### config.mk
export PLATFORM = sky130hd
export DESIGN_NAME = dmi_dtm_ctrl
export DESIGN_NICKNAME = d
export VERILOG_FILES = /design/src/rtl/dmi_dtm_ctrl.sv
export SDC_FILE = /design/constraint.sdc
export NUM_CORES = 1
export LEC_CHECK = 0
export CELL_PAD_IN_SITES_DETAIL_PLACEMENT = 0
export CELL_PAD_IN_SITES_GLOBAL_PLACEMENT = 1
export CORE_MARGIN = 2
export CORE_UTILIZATION = 41
export DETAILED_ROUTE_END_ITERATION = 10
export GPL_ROUTABILITY_DRIVEN = 0
export PLACE_DENSITY = 0.79
export SLEW_MARGIN = 5
export SYNTH_ARGS = -nofsm -noshare
export SYNTH_HDL_FRONTEND = slang
export SYNTH_SLANG_ARGS = --single-unit
### constraint.sdc
create_clock -name clk_i -period 1.9 [get_ports clk_i]
set_input_delay 0.38 -clock clk_i [delete_from_list [all_inputs] [get_ports clk_i]]
set_output_delay 0.38 -clock clk_i [all_outputs]
set_load 0.02 [all_outputs]
### src/rtl/dmi_dtm_ctrl.sv
`default_nettype none
// ============================================================================
//  Module      : dmi_dtm_ctrl
//  Description : DTM data-register logic between the JTAG TAP and the DMI
//                request/response channel. Holds DTMCS and the DMI DR, runs
//                the request FSM, and times out stalled responses. Late
//                responses after a timeout are drained. TCK domain only.
//  Revision    : 1.0 - initial release
// ============================================================================
module dmi_dtm_ctrl #(
  parameter int unsigned ABITS     = 7,
  parameter logic [2:0]  IDLE_HINT = 3'd1,
  parameter int unsigned TIMEOUT   = 255,
  parameter int unsigned CNT_W     = 8
) (
  input  logic               clk_i,
  input  logic               rst_ni,
  input  logic               tap_reset_i,
  input  logic               capture_i,
  input  logic               shift_i,
  input  logic               update_i,
  input  logic               tdi_i,
  input  logic               dtmcs_select_i,
  input  logic               dmi_select_i,
  output logic               dtmcs_tdo_o,
  output logic               dmi_tdo_o,
  output logic               dmi_clear_o,
  output logic [ABITS+33:0]  dmi_req_o,
  output logic               dmi_req_valid_o,
  input  logic               dmi_req_ready_i,
  input  logic [33:0]        dmi_resp_i,
  input  logic               dmi_resp_valid_i,
  output logic               dmi_resp_ready_o,
  output logic               timeout_o
);

  localparam int unsigned        DRW     = ABITS + 34;
  localparam bit                 TO_EN   = (TIMEOUT != 0);
  localparam logic [CNT_W-1:0]   TO_LAST = CNT_W'((TIMEOUT == 0) ? 0 : TIMEOUT - 1);
  localparam logic [1:0]         ERR_FAIL = 2'd2;
  localparam logic [1:0]         ERR_BUSY = 2'd3;

  typedef enum logic [2:0] {
    S_IDLE    = 3'd0,
    S_REQ_RD  = 3'd1,
    S_WAIT_RD = 3'd2,
    S_REQ_WR  = 3'd3,
    S_WAIT_WR = 3'd4,
    S_DRAIN   = 3'd5
  } state_e;

  state_e             state_q, state_d;
  logic [31:0]        dtmcs_q, dtmcs_d;
  logic [DRW-1:0]     dr_q, dr_d;
  logic [ABITS-1:0]   addr_q, addr_d;
  logic [31:0]        data_q, data_d;
  logic [1:0]         error_q, error_d;
  logic [CNT_W-1:0]   cnt_q, cnt_d;

  logic dtmcs_upd;
  logic dmi_upd;
  logic busy_state;
  logic is_wait;
  logic timeout_hit;
  logic set_busy;
  logic set_fail;

  assign dtmcs_upd   = dtmcs_select_i & update_i;
  assign dmi_upd     = dmi_select_i & update_i;
  assign dmi_clear_o = tap_reset_i | (dtmcs_upd & dtmcs_q[17]);
  // A read in flight (or a drain) makes captured DMI data meaningless.
  assign busy_state  = (state_q == S_REQ_RD) | (state_q == S_WAIT_RD) | (state_q == S_DRAIN);
  assign is_wait     = (state_q == S_WAIT_RD) | (state_q == S_WAIT_WR);
  // A response on the deadline cycle takes precedence over the timeout.
  assign timeout_hit = TO_EN & is_wait & ~dmi_resp_valid_i & (cnt_q == TO_LAST);

  assign dtmcs_tdo_o      = dtmcs_q[0];
  assign dmi_tdo_o        = dr_q[0];
  assign dmi_resp_ready_o = 1'b1;
  assign dmi_req_o        = {addr_q, data_q,
                             ((state_q == S_REQ_WR) | (state_q == S_WAIT_WR)) ? 2'd2 : 2'd1};

  // Next-state logic: scan registers, request FSM, sticky error and clear.
  always_comb begin
    state_d         = state_q;
    dtmcs_d         = dtmcs_q;
    dr_d            = dr_q;
    addr_d          = addr_q;
    data_d          = data_q;
    error_d         = error_q;
    cnt_d           = cnt_q;
    set_busy        = 1'b0;
    set_fail        = 1'b0;
    timeout_o       = 1'b0;
    dmi_req_valid_o = 1'b0;

    if (dtmcs_select_i) begin
      if (capture_i) begin
        dtmcs_d = {14'd0, 3'd0, IDLE_HINT, error_q, 6'(ABITS), 4'd1};
      end else if (shift_i) begin
        dtmcs_d = {tdi_i, dtmcs_q[31:1]};
      end
    end

    if (dmi_select_i) begin
      if (capture_i) begin
        dr_d     = {addr_q, data_q, ((error_q == ERR_BUSY) | busy_state) ? ERR_BUSY : error_q};
        set_busy = busy_state;
      end else if (shift_i) begin
        dr_d = {tdi_i, dr_q[DRW-1:1]};
      end else if (update_i && (state_q != S_IDLE)) begin
        set_busy = 1'b1;
      end
    end

    case (state_q)
      S_IDLE: begin
        if (dmi_upd && (error_q == 2'd0)) begin
          addr_d = dr_q[DRW-1:34];
          data_d = dr_q[33:2];
          if (dr_q[1:0] == 2'd1) begin
            state_d = S_REQ_RD;
          end else if (dr_q[1:0] == 2'd2) begin
            state_d = S_REQ_WR;
          end
        end
      end
      S_REQ_RD, S_REQ_WR: begin
        dmi_req_valid_o = 1'b1;
        if (dmi_req_ready_i) begin
          state_d = (state_q == S_REQ_RD) ? S_WAIT_RD : S_WAIT_WR;
          cnt_d   = '0;
        end
      end
      S_WAIT_RD: begin
        if (dmi_resp_valid_i) begin
          state_d = S_IDLE;
          case (dmi_resp_i[1:0])
            2'd0: data_d = dmi_resp_i[33:2];
            2'd1: data_d = 32'hBAADC0DE;
            2'd2: begin data_d = 32'hDEADBEEF; set_fail = 1'b1; end
            default: begin data_d = 32'hB051B051; set_busy = 1'b1; end
          endcase
        end else if (timeout_hit) begin
          timeout_o = 1'b1;
          set_fail  = 1'b1;
          data_d    = 32'hDEADBEEF;
          state_d   = S_DRAIN;
        end else begin
          cnt_d = cnt_q + 1'b1;
        end
      end
      S_WAIT_WR: begin
        if (dmi_resp_valid_i) begin
          state_d = S_IDLE;
          if (dmi_resp_i[1:0] == 2'd2) set_fail = 1'b1;
          if (dmi_resp_i[1:0] == 2'd3) set_busy = 1'b1;
        end else if (timeout_hit) begin
          timeout_o = 1'b1;
          set_fail  = 1'b1;
          state_d   = S_DRAIN;
        end else begin
          cnt_d = cnt_q + 1'b1;
        end
      end
      S_DRAIN: begin
        if (dmi_resp_valid_i) state_d = S_IDLE;
      end
      default: state_d = S_IDLE;
    endcase

    // Sticky error: first event wins, op-failed beats busy in the same cycle.
    if (error_q == 2'd0) begin
      if (set_fail) begin
        error_d = ERR_FAIL;
      end else if (set_busy) begin
        error_d = ERR_BUSY;
      end
    end
    if (dtmcs_upd && dtmcs_q[16]) error_d = 2'd0;

    if (dmi_clear_o) begin
      state_d = S_IDLE;
      dr_d    = '0;
      addr_d  = '0;
      data_d  = '0;
      error_d = 2'd0;
      cnt_d   = '0;
    end
  end

  // State and data registers with synchronous active-low reset.
  always_ff @(posedge clk_i) begin
    if (!rst_ni) begin
      state_q <= S_IDLE;
      dtmcs_q <= '0;
      dr_q    <= '0;
      addr_q  <= '0;
      data_q  <= '0;
      error_q <= 2'd0;
      cnt_q   <= '0;
    end else begin
      state_q <= state_d;
      dtmcs_q <= dtmcs_d;
      dr_q    <= dr_d;
      addr_q  <= addr_d;
      data_q  <= data_d;
      error_q <= error_d;
      cnt_q   <= cnt_d;
    end
  end

endmodule
`default_nettype wire
Word-level counts from Yosys, hierarchy flattened
Cells that the tools add are included.
- output and inout port bits: 47
- register bits: 125
- input bits: 45
- logic and storage cells: 106
- add/subtract/negate cells: 1
- eq/ne operators: 20
- muxes and demuxes: 42
- reduce and logical (&&, ||, !) cells: 23
- bitwise logic cells: 13
- operator list (kind ; count):
    $mux 32 ; 5
    $pmux 32 s3 ; 1
    $mux 41 ; 2
    $pmux 32 s2 ; 1
    $mux 3 ; 8
    $mux 8 ; 3
    $pmux 8 s2 ; 1
    $mux 1 ; 15
    $pmux 3 s4 ; 1
    $ne 2x2->1 const B ; 5
    $add 8x1->8 const B ; 1
    $eq 2x2->1 const B ; 4
    $eq 8x8->1 const B ; 1
    $mux 2 ; 4
    $reduce_and 2->1 ; 4
    $reduce_bool 2->1 ; 4
    $eq 3x2->1 const B ; 2
    $eq 3x3->1 const B ; 2
    $ne 3x3->1 const B ; 2
    $or 1x1->1 ; 6
    $reduce_or 2->1 ; 3
    $reduce_or 3->1 ; 2
    $and 1x1->1 ; 5
    $reduce_and 5->1 ; 1
    11 further kinds ; 16

Depth between registers and ports, before layout
Gate-level depths: netlist of run 1.
- depth after elaboration: 11
- gate-level depth with buffers: 9
- gate-level depth less buffers: 7

Worst setup path before layout of run 1
Ideal clock, no wire load.
- path type: reg-to-output
- from: reg state_q[2]
- to: out dmi_req_o[0]
- required time: 1520 ps
- cell stages (with the launch flop): 6
- arrival time: 1511 ps
- setup slack: 9 ps
- path buffers: 1
- path through: dfxtp_1 buf_6 inv_1 or3_1 o21ai_0 inv_1
- longest elaborated chain between the ends: 3
- elaborated cells on any way between the ends: 4
- classes of those cells: eq/ne (2); mux (1); bitwise (1)
- ends and longest elaborated chain (element ; RTL line ; text):
    from (decl) ; 52 ; state_e state_q, state_d;
    from (signal assigned) ; 203 ; state_q <= state_d;
    $eq 3x2->1 / $eq 3x3->1 (equally long branches) ; 81 ; ((state_q == S_REQ_WR) | (state_q == S_WAIT_WR)) ? 2'd2 : 2'd1};
    $or 1x1->1 (*) ; 81 ;
    $mux 2 (*) ; 81 ;
    to (decl) ; 28 ; output logic [ABITS+33:0] dmi_req_o,
Every way passes the cells marked *; elsewhere a longest branch is shown, timed or not.

Worst setup path in the final report of run 1
- from: reg data_q[31]
- to: out dmi_req_o[33]
- RTL lines (element ; RTL line ; text):
    from (decl) ; 56 ; logic [31:0] data_q, data_d;
    from (signal assigned) ; 207 ; data_q <= data_d;
No word-level cell between the ends.

==> results of run 1 <==
## power by group through the flow
stage / Combinational (mW) / Clock, mW / Sequential [mW]
after global placement: 0.684 / 0 / 2.77
after global routing: 0.761 / 3.36 / 2.72
final: 0.700 / 3.17 / 2.72
after CTS: 0.696 / 3.22 / 2.72
after detailed placement: 0.694 / 0 / 2.77
after floorplan: 0.378 / 0 / 2.77
## routing by layer
layer | wire length (µm) | GRT usage | up-vias
li1 | - | - | 2642
met2 | 7480 | 0.335 | 116
met4 | 208 | 0.0681 | 0
met1 | 7280 | 0.270 | 2447
met3 | 674 | 0.0520 | 13
met5 | 0 | 0 | -
## final cells by class
| type | count | share of cell area |
|---|---|---|
| well taps | 180 | 0.0283 |
| repair buffers | 147 | 0.181 |
| multi-input cells | 486 | 0.397 |
| inverters | 10 | 0.00472 |
| flip-flops and latches | 125 | 0.315 |
| clock buffers | 25 | 0.0623 |
| clock inverters | 7 | 0.0107 |
## state kept, by name, indices dropped and copies added (netlist names)
signal and flops:
data_q 32, dtmcs_q 32, addr_q 7, cnt_q 8
error_q 2, dr_q 41, state_q 3
## timing repair
action | in CTS | in global routing
gates resized for setup | 23 | 18
pin swaps | 1 | 1
setup endpoints to repair | 6 | 36
endpoints found under the hold margin | 0 | 0
buffers inserted | 0 | 1
## worst min path at each step
stage | to | cells past startpoint | from
4_1_cts | dr_q[35] | 3 | capture_i
6_report | dr_q[35] | 3 | capture_i
2_1_floorplan | data_q[17] | 2 | dr_q[19]
3_5_place_dp | data_q[18] | 2 | data_q[18]
5_1_grt | dr_q[40] | 3 | capture_i
3_3_place_gp | data_q[2] | 2 | data_q[2]
## layout by cell type (no fill, tap or decap), drive strengths merged, types with 11 or more instances in the layout
master | netlist | final
a211oi | 47 | 47
a21oi | 65 | 65
buf | 24 | 61
clkbuf | 34 | 25
clkdlybuf4s50 | 0 | 83
dfxtp | 125 | 125
mux2i | 50 | 50
nand2 | 54 | 54
nor2 | 93 | 93
nor2b | 30 | 30
nor3b | 29 | 29
o211ai | 12 | 12
o21ai | 11 | 11
o221ai | 13 | 13
## cell families after synthesis
| family | count (synthesis) | synth area share |
|---|---|---|
| AND/OR/NAND/NOR | 247 | 0.214 |
| buffers and inverters | 69 | 0.0570 |
| XOR/XNOR | 8 | 0.0118 |
| multiplexers | 50 | 0.0844 |
| other | 1 | 0.000632 |
| AO/OA/AOI/OAI | 174 | 0.197 |
| adder cells (fa/ha/maj) | 6 | 0.0127 |
| flip-flops | 125 | 0.422 |
## stage by stage
| step | setup TNS (ns) | util |
|---|---|---|
| after floorplan | 0 | - |
| after global placement | -12.57 | 0.522 |
| after detailed placement | -13.81 | 0.522 |
| after CTS | 0 | 0.565 |
| after global routing | -0.000806 | 0.569 |
| final | 0 | 0.569 |
==> flow_metrics.py, run 1 <==
metrics = {
    "run_status": {
        "outcome": "complete, no violations",
    },
    "clocking": {
        "root_buffer": "clkbuf_16",
        "cts.sinks": 125,
        "cts_made_buffers": 17,
        "htree_levels": 4,
        "cts.path.max_buffers": 2,
        "clk_latency_ns": 0.41,
        "cts_tree": "done",
        "path_clk_slew_ns": 0.05,
        "cts_hold_buf": 0,
    },
    "pwr": {
        "power_mw": 6.59,
        "ir_drop_uv": 598,
        "p_comb_frac": 0.106,
        "clkPwrFrac": 0.481,
        "p_per_area_nw_per_um2": 828,
        "p_leak_nw": 2.89,
        "seqPwrFrac": 0.413,
        "switching_share": 0.231,
        "power.internal_mw": 5.06,
        "p_switching_mw": 1.52,
    },
    "routing": {
        "drtIter0Drc": 429,
        "vias": 5218,
        "drt-pass1-iter-count": 4,
        "ant_nets": 0,
        "drc": 0,
        "totalWireLength_mm": 15.6,
        "vias_per_cell": 5.32,
        "wl_per_cell_um": 16.0,
    },
    "synthesis": {
        "ys_types": 60,
        "synth_edf_count": 0,
        "ys_ff_latch": 125,
        "ys_seq_area_frac": 0.422,
        "synth-async-reset-ratio": 0,
        "syn_avg_cell_area_um2": 8.72,
        "yosys.area.top_type": "dfxtp_1",
        "synth_top_area_frac": 0.422,
        "yosysWarnings": 0,
        "synthTopCellsByArea": "dfxtp_1 42%, mux2i_1 8.4%, a211oi_1 5.9%, nor2_1 5.9%, a21oi_1 5.5%",
        "netlist_instances": 680,
        "synth_common_cells": "125 x dfxtp_1, 93 x nor2_1, 65 x a21oi_1",
        "synth_nets": 731,
        "syn_area_um2": 5930,
        "synth.most_common_cell": "dfxtp_1",
        "synthFlopType": "dfxtp_1",
    },
    "worst_setup_path": {
        "cp-startpoint": "data_q[31]",
        "required_ns": 1.52,
        "arrival_ns": 1.46,
        "r2r_end": "state_q[0]",
        "rr_startpoint": "dr_q[1]",
        "crit_path_max_incr_delay_ns": 0.64,
        "crit_slowest_cell": "clkdlybuf4s50_1",
        "crit_cells": 1,
        "endpoint": "dmi_req_o[33]",
        "crit_chain": "clkdlybuf4s50_1",
        "reg2reg_slack_ns": 0.10,
        "r2r_cells": 6,
        "crit_type": "flip-flop to primary output",
        "critPathBufInv": 1,
        "crit_fanout": 3,
        "critPathCaptureType": "primary output",
        "cp_top_family": "buffers and inverters",
        "cp-start-kind": "flip-flop",
    },
    "layout": {
        "area_delta_synth_final_pct": 34.2,
        "regArea_um2": 2510,
        "final_cells": 980,
        "multi_input_area_um2": 3160,
        "num-fill-cells": 1244,
        "final_area_um2": 7960,
        "antennaDiodeCount": 0,
        "final_net_count": 838,
        "drive_above_1_share": 0.158,
    },
    "timing": {
        "worst_hold_slack_ns": 0.469,
        "final-setup-viol-count": 0,
        "fin_ws_ns": 0.0612,
        "final-hold-violation-count": 0,
        "period_needed_ns": 1.84,
        "skew_ns": 0.00718,
        "min_period_over_period": 0.968,
        "timing.final.max_slew_violations": 0,
        "rsz0062_at_grt": "true",
        "fmax_ghz": 0.544,
    },
    "run": {
        "drv_cap": 0,
    },
    "global_routing": {
        "grt_pass1_vias": 5217,
        "grt_pass1_wl_mm": 26.2,
        "grt_overflow": 0,
        "antenna_found_initial": 0,
        "grt_max_degree": 42,
        "track_usage": 0.207,
    },
    "hold_path": {
        "min_path_type": "input port to flip-flop",
    },
    "floorplanning": {
        "rows": 43,
        "die-height_um": 124,
        "die_area_um2": 15400,
        "start_util": 0.424,
        "ios": 92,
        "die_w_um": 124,
        "core_um2": 14000,
    },
    "place": {
        "portBuffers": 90,
        "placed_cells": 947,
        "placed_area_um2": 7310,
        "dpl.hpwl_mm": 10.9,
        "dp_slack_ns": -0.386,
    },
}
Note: power is estimated with default switching activity, not from simulation.
==> run 2, diff against run 1 <==
--- a/config.mk
+++ b/config.mk
@@ -11,7 +11,8 @@
 export CORE_UTILIZATION = 41
 export DETAILED_ROUTE_END_ITERATION = 10
 export GPL_ROUTABILITY_DRIVEN = 0
-export PLACE_DENSITY = 0.79
+export PLACE_DENSITY_LB_ADDON = 0.1
+export SETUP_SLACK_MARGIN = 0.05
 export SLEW_MARGIN = 5
 export SYNTH_ARGS = -nofsm -noshare
 export SYNTH_HDL_FRONTEND = slang
==> flow_metrics.py, run 2 (synthesis gave the netlist of run 1 again) <==
metrics = {
    "pwr": {
        "p_per_area_nw_per_um2": 802,
        "power_mw": 6.60,
        "ir_drop_uv": 665,
        "p_leak_nw": 3.09,
    },
    "worst_setup_path": {
        "arrival_ns": 2.17,
        "reg2reg_slack_ns": 0.08,
        "r2r_cells": 7,
        "rr_startpoint": "dr_q[1]",
        "r2r_end": "state_q[2]",
        "crit_type": "flip-flop to flip-flop",
        "required_ns": 2.25,
        "crit_fanout": 3,
        "critPathCaptureType": "flip-flop",
        "cp-start-kind": "flip-flop",
    },
    "routing": {
        "totalWireLength_mm": 16.7,
        "drc": 0,
        "ant_nets": 0,
        "drt-pass1-iter-count": 4,
        "wl_per_cell_um": 16.8,
        "drtIter0Drc": 352,
        "vias": 5369,
        "vias_per_cell": 5.39,
    },
    "layout": {
        "area_delta_synth_final_pct": 38.8,
        "layout_common_cells": "118 x dfxtp_1, 92 x nor2_1, 77 x clkdlybuf4s50_1, 62 x a21oi_1, 59 x buf_4",
        "final_net_count": 854,
        "drive_above_1_share": 0.194,
        "antennaDiodeCount": 0,
        "num-fill-cells": 1245,
        "largest_register_ffs": 41,
        "reg_top3": "dr_q x41, data_q x32, dtmcs_q x32",
        "regArea_um2": 2520,
        "top_register": "dr_q",
        "multi_input_area_um2": 3250,
        "final_common_cell": "dfxtp_1",
    },
    "timing": {
        "final-setup-viol-count": 0,
        "min_period_over_period": 0.957,
        "fmax_ghz": 0.550,
        "skew_ns": 0.00906,
        "fin_ws_ns": 0.0810,
        "period_needed_ns": 1.82,
        "rsz0062_at_grt": "true",
        "final-hold-violation-count": 0,
        "timing.final.max_slew_violations": 0,
    },
    "global_routing": {
        "busiest_layer": "met2",
        "grtUsageMet3": 0.0473,
        "grt_util_met2": 0.333,
        "grt_pass1_wl_mm": 26.7,
        "grt_pass1_vias": 5170,
        "grt_util_met1": 0.284,
        "grt_max_degree": 67,
        "grt_overflow": 0,
        "antenna_found_initial": 0,
        "track_usage": 0.211,
    },
    "clocking": {
        "cts_tree": "done",
        "root_buffer": "clkbuf_16",
        "path_clk_slew_ns": 0.06,
        "htree_levels": 4,
        "cts.path.max_buffers": 2,
        "cts_hold_buf": 0,
        "cts.sinks": 125,
        "clk_latency_ns": 0.42,
        "cts_made_buffers": 17,
    },
    "floorplanning": {
        "start_util": 0.424,
        "ios": 92,
        "die_w_um": 124,
        "die_area_um2": 15400,
        "core_um2": 14000,
        "rows": 43,
        "die-height_um": 124,
    },
    "hold_path": {
        "min_path_cells": 3,
        "min_path_type": "input port to flip-flop",
        "min_to": "dr_q[37]",
        "hp-start": "capture_i",
    },
    "run_status": {
        "outcome": "complete, no violations",
    },
    "place": {
        "dp_slack_ns": -0.418,
        "dpl.hpwl_mm": 10.9,
        "portBuffers": 90,
    },
    "run": {
        "drv_cap": 0,
    },
}
## run 2: how the worst max path moves through the flow
stage                  start            to  cells after the start
3_5_place_dp   dmi_resp_i[0]    data_q[16]                      8
3_3_place_gp   dmi_resp_i[0]    data_q[16]                      8
5_1_grt              dr_q[1]    state_q[2]                      7
4_1_cts              dr_q[0]     dmi_tdo_o                      1
2_1_floorplan     state_q[2]  dmi_req_o[0]                      5
6_report             dr_q[1]    state_q[2]                      7
## run 2: repair_timing
action,4_1_cts,5_1_grt
setup buffers,2,4
cloned,0,4
setup endpoints to repair,12,54
resized for setup,27,46
endpoints found under the hold margin,0,0
pin swaps,0,19
## run 2: cell type report
type / instances / area share
Tap cell: 180 / 0.0274
Timing Repair Buffer: 162 / 0.197
Clock buffer: 20 / 0.0567
Clock inverter: 12 / 0.0135
Sequential cell: 125 / 0.306
Inverter: 10 / 0.00456
Multi-Input combinational cell: 487 / 0.395
## run 2: metrics by stage
stage | utilization | std cells | instance area [µm²] | TNS (ns) | hold slack (ns)
final | 0.589 | 996 | 8230 | 0 | 0.463
after global placement | 0.524 | 954 | 7340 | -10.63 | 0.455
after global routing | 0.589 | 996 | 8230 | -0.00500 | 0.467
after floorplan | - | 680 | 5930 | 0 | 0.465
after CTS | 0.568 | 988 | 7940 | 0 | 0.448
after detailed placement | 0.524 | 954 | 7340 | -11.78 | 0.463
## run 2: power by group
group	internal [mW]	total, mW	switching (mW)
logic	0.360	0.756	0.395
clock network	1.91	3.13	1.23
registers	2.67	2.71	0.0404
total	4.94	6.60	1.66
## run 2: per-layer routing
metal	up-vias	part of all wire
met2	118	0.46
met4	0	0.016
li1	2680	-
met3	18	0.049
met5	-	0
met1	2553	0.48
## run 2: critical path, stage by stage, from the launching register on
cell	delay [ns]
dfxtp_2	0.34
inv_2	0.05
ha_4	0.23
nor4b_4	0.13
nor3_2	0.20
o21ai_2	0.10
or4b_4	0.55
a21oi_2	0.15
==> run 3, diff against run 2 <==
--- a/config.mk
+++ b/config.mk
@@ -8,7 +8,7 @@
 export CELL_PAD_IN_SITES_DETAIL_PLACEMENT = 0
 export CELL_PAD_IN_SITES_GLOBAL_PLACEMENT = 1
 export CORE_MARGIN = 2
-export CORE_UTILIZATION = 41
+export CORE_UTILIZATION = 30
 export DETAILED_ROUTE_END_ITERATION = 10
 export GPL_ROUTABILITY_DRIVEN = 0
 export PLACE_DENSITY_LB_ADDON = 0.1
==> flow_metrics.py, run 3 (synthesis gave the netlist of run 1 again) <==
metrics = {
    "global_routing": {
        "grt_pass1_wl_mm": 27.8,
        "grt_max_degree": 52,
        "antenna_found_initial": 0,
        "grt_pass1_vias": 5290,
        "track_usage": 0.171,
        "grt_overflow": 0,
    },
    "pwr": {
        "p_per_area_nw_per_um2": 788,
        "power_mw": 6.40,
        "ir_drop_uv": 559,
        "p_leak_nw": 3.04,
    },
    "routing": {
        "wl_per_cell_um": 16.3,
        "vias_per_cell": 4.98,
        "drt-pass1-iter-count": 4,
        "drtIter0Drc": 280,
        "vias": 5315,
        "totalWireLength_mm": 17.4,
        "ant_nets": 0,
        "drc": 0,
    },
    "place": {
        "portBuffers": 90,
        "dpl.hpwl_mm": 11.9,
        "placed_area_um2": 7440,
    },
    "timing": {
        "finalSetupTns_ns": 0,
        "fmax_ghz": 0.540,
        "min_period_over_period": 0.974,
        "timing.final.max_slew_violations": 0,
        "final-hold-violation-count": 0,
        "rsz0062_at_grt": "true",
        "period_needed_ns": 1.85,
        "skew_ns": 0.00959,
        "final-setup-viol-count": 0,
    },
    "layout": {
        "reg_top3": "dr_q x41, data_q x32, dtmcs_q x32",
        "final_common_cell": "dfxtp_1",
        "num-fill-cells": 1905,
        "largest_register_ffs": 41,
        "multi_input_area_um2": 3220,
        "area_delta_synth_final_pct": 36.9,
        "layout_common_cells": "119 x dfxtp_1, 92 x nor2_1, 74 x clkdlybuf4s50_1, 64 x a21oi_1, 51 x buf_4",
        "antennaDiodeCount": 0,
        "regArea_um2": 2510,
        "top_register": "dr_q",
        "drive_above_1_share": 0.171,
        "final_area_um2": 8120,
        "final_net_count": 843,
    },
    "worst_setup_path": {
        "cp-start-kind": "flip-flop",
        "r2r_end": "state_q[1]",
        "critPathCaptureType": "flip-flop",
        "cp_top_family": "simple AND/OR/NAND/NOR gates",
        "required_ns": 2.23,
        "crit_path_max_incr_delay_ns": 0.52,
        "crit_slowest_cell": "or4_1",
        "crit_chain": "inv_2 -> ha_4 -> nor4b_4 -> nor3_2 -> o21ai_2 -> or4_1 -> a21oi_1",
        "critPathBufInv": 1,
        "r2r_cells": 7,
        "crit_fanout": 3,
        "reg2reg_slack_ns": 0.05,
        "rr_startpoint": "dr_q[1]",
        "crit_type": "flip-flop to flip-flop",
        "arrival_ns": 2.18,
    },
    "hold_path": {
        "hp-start": "capture_i",
        "min_to": "dtmcs_q[16]",
        "min_path_type": "input port to flip-flop",
        "min_path_cells": 4,
    },
    "floorplanning": {
        "core_um2": 19500,
        "rows": 51,
        "ios": 92,
        "start_util": 0.305,
        "die_area_um2": 20900,
        "die-height_um": 145,
        "die_w_um": 145,
    },
    "clocking": {
        "cts_hold_buf": 0,
        "path_clk_slew_ns": 0.06,
        "cts.sinks": 125,
        "htree_levels": 4,
        "cts_made_buffers": 17,
        "cts_tree": "done",
        "root_buffer": "clkbuf_16",
        "cts.path.max_buffers": 2,
        "clk_latency_ns": 0.41,
    },
    "run": {
        "drv_cap": 0,
    },
    "run_status": {
        "outcome": "complete, no violations",
    },
}
## run 3: changes by cell type in the layout (fill, tap and decap cells not counted), sizes merged
cell / change
clkdlybuf4s15: -1
buf: -8
dlygate4sd2: +2
clkbuf: -2
clkinvlp: -2
inv: -2
clkdlybuf4s50: -3
dlymetal6s2s: +1
clkinv: +1
## run 3: power by group
group	total, mW	leakage, nW	internal [mW]	switching (mW)
clock network	2.95	0.267	1.82	1.13
registers	2.72	1.02	2.67	0.0418
logic	0.735	1.75	0.343	0.392
total	6.40	3.04	4.84	1.56
## run 3: area by class of cell
type,count,share of cell area
Multi-Input combinational cell,487,0.396
Sequential cell,125,0.310
Timing Repair Buffer,151,0.184
Clock buffer,20,0.0562
Tap cell,265,0.0408
Clock inverter,9,0.00894
Inverter,10,0.00462
## run 3: worst reg2reg max path, stage by stage, from the launching register on
cell and delay [ns]:
dfxtp_2 0.34, inv_2 0.05, ha_4 0.22, nor4b_4 0.13, nor3_2 0.23, o21ai_2 0.10
or4_1 0.52, a21oi_1 0.18
## run 3: metrics by stage
stage | cells | util | hold WS [ns] | setup WS [ns]
after floorplan | 680 | - | 0.465 | 0.0644
after global placement | 1034 | 0.382 | 0.461 | -0.370
after detailed placement | 1034 | 0.382 | 0.468 | -0.410
after CTS | 1065 | 0.412 | 0.425 | 0.0499
after global routing | 1067 | 0.417 | 0.456 | -0.0367
final | 1067 | 0.417 | 0.431 | 0.0497
## run 3: worst max-delay path by stage
stage,startpoint,depth (start not counted),slack (ns),to
3_3_place_gp,dmi_resp_i[0],8,-0.37,data_q[6]
3_5_place_dp,dmi_resp_i[0],8,-0.41,data_q[15]
4_1_cts,state_q[2],5,0.05,dmi_req_o[0]
5_1_grt,dr_q[1],7,-0.04,state_q[1]
2_1_floorplan,state_q[2],5,0.06,dmi_req_o[0]
6_report,dr_q[1],7,0.05,state_q[1]
## run 3: per-layer routing
layer  global-route usage  vias to the layer above  wire [µm]
li1                     -                     2660          -
met1                0.233                     2553       8530
met2                0.271                       87       8100
met3               0.0361                       15        534
met4               0.0521                        0        194
met5                    0                        -          0
## run 3: timing repair
action | in CTS | in global routing
setup endpoints to repair | 23 | 52
setup buffers | 2 | 1
pin swaps | 2 | 8
gates resized for setup | 34 | 31
gates cloned | 0 | 1
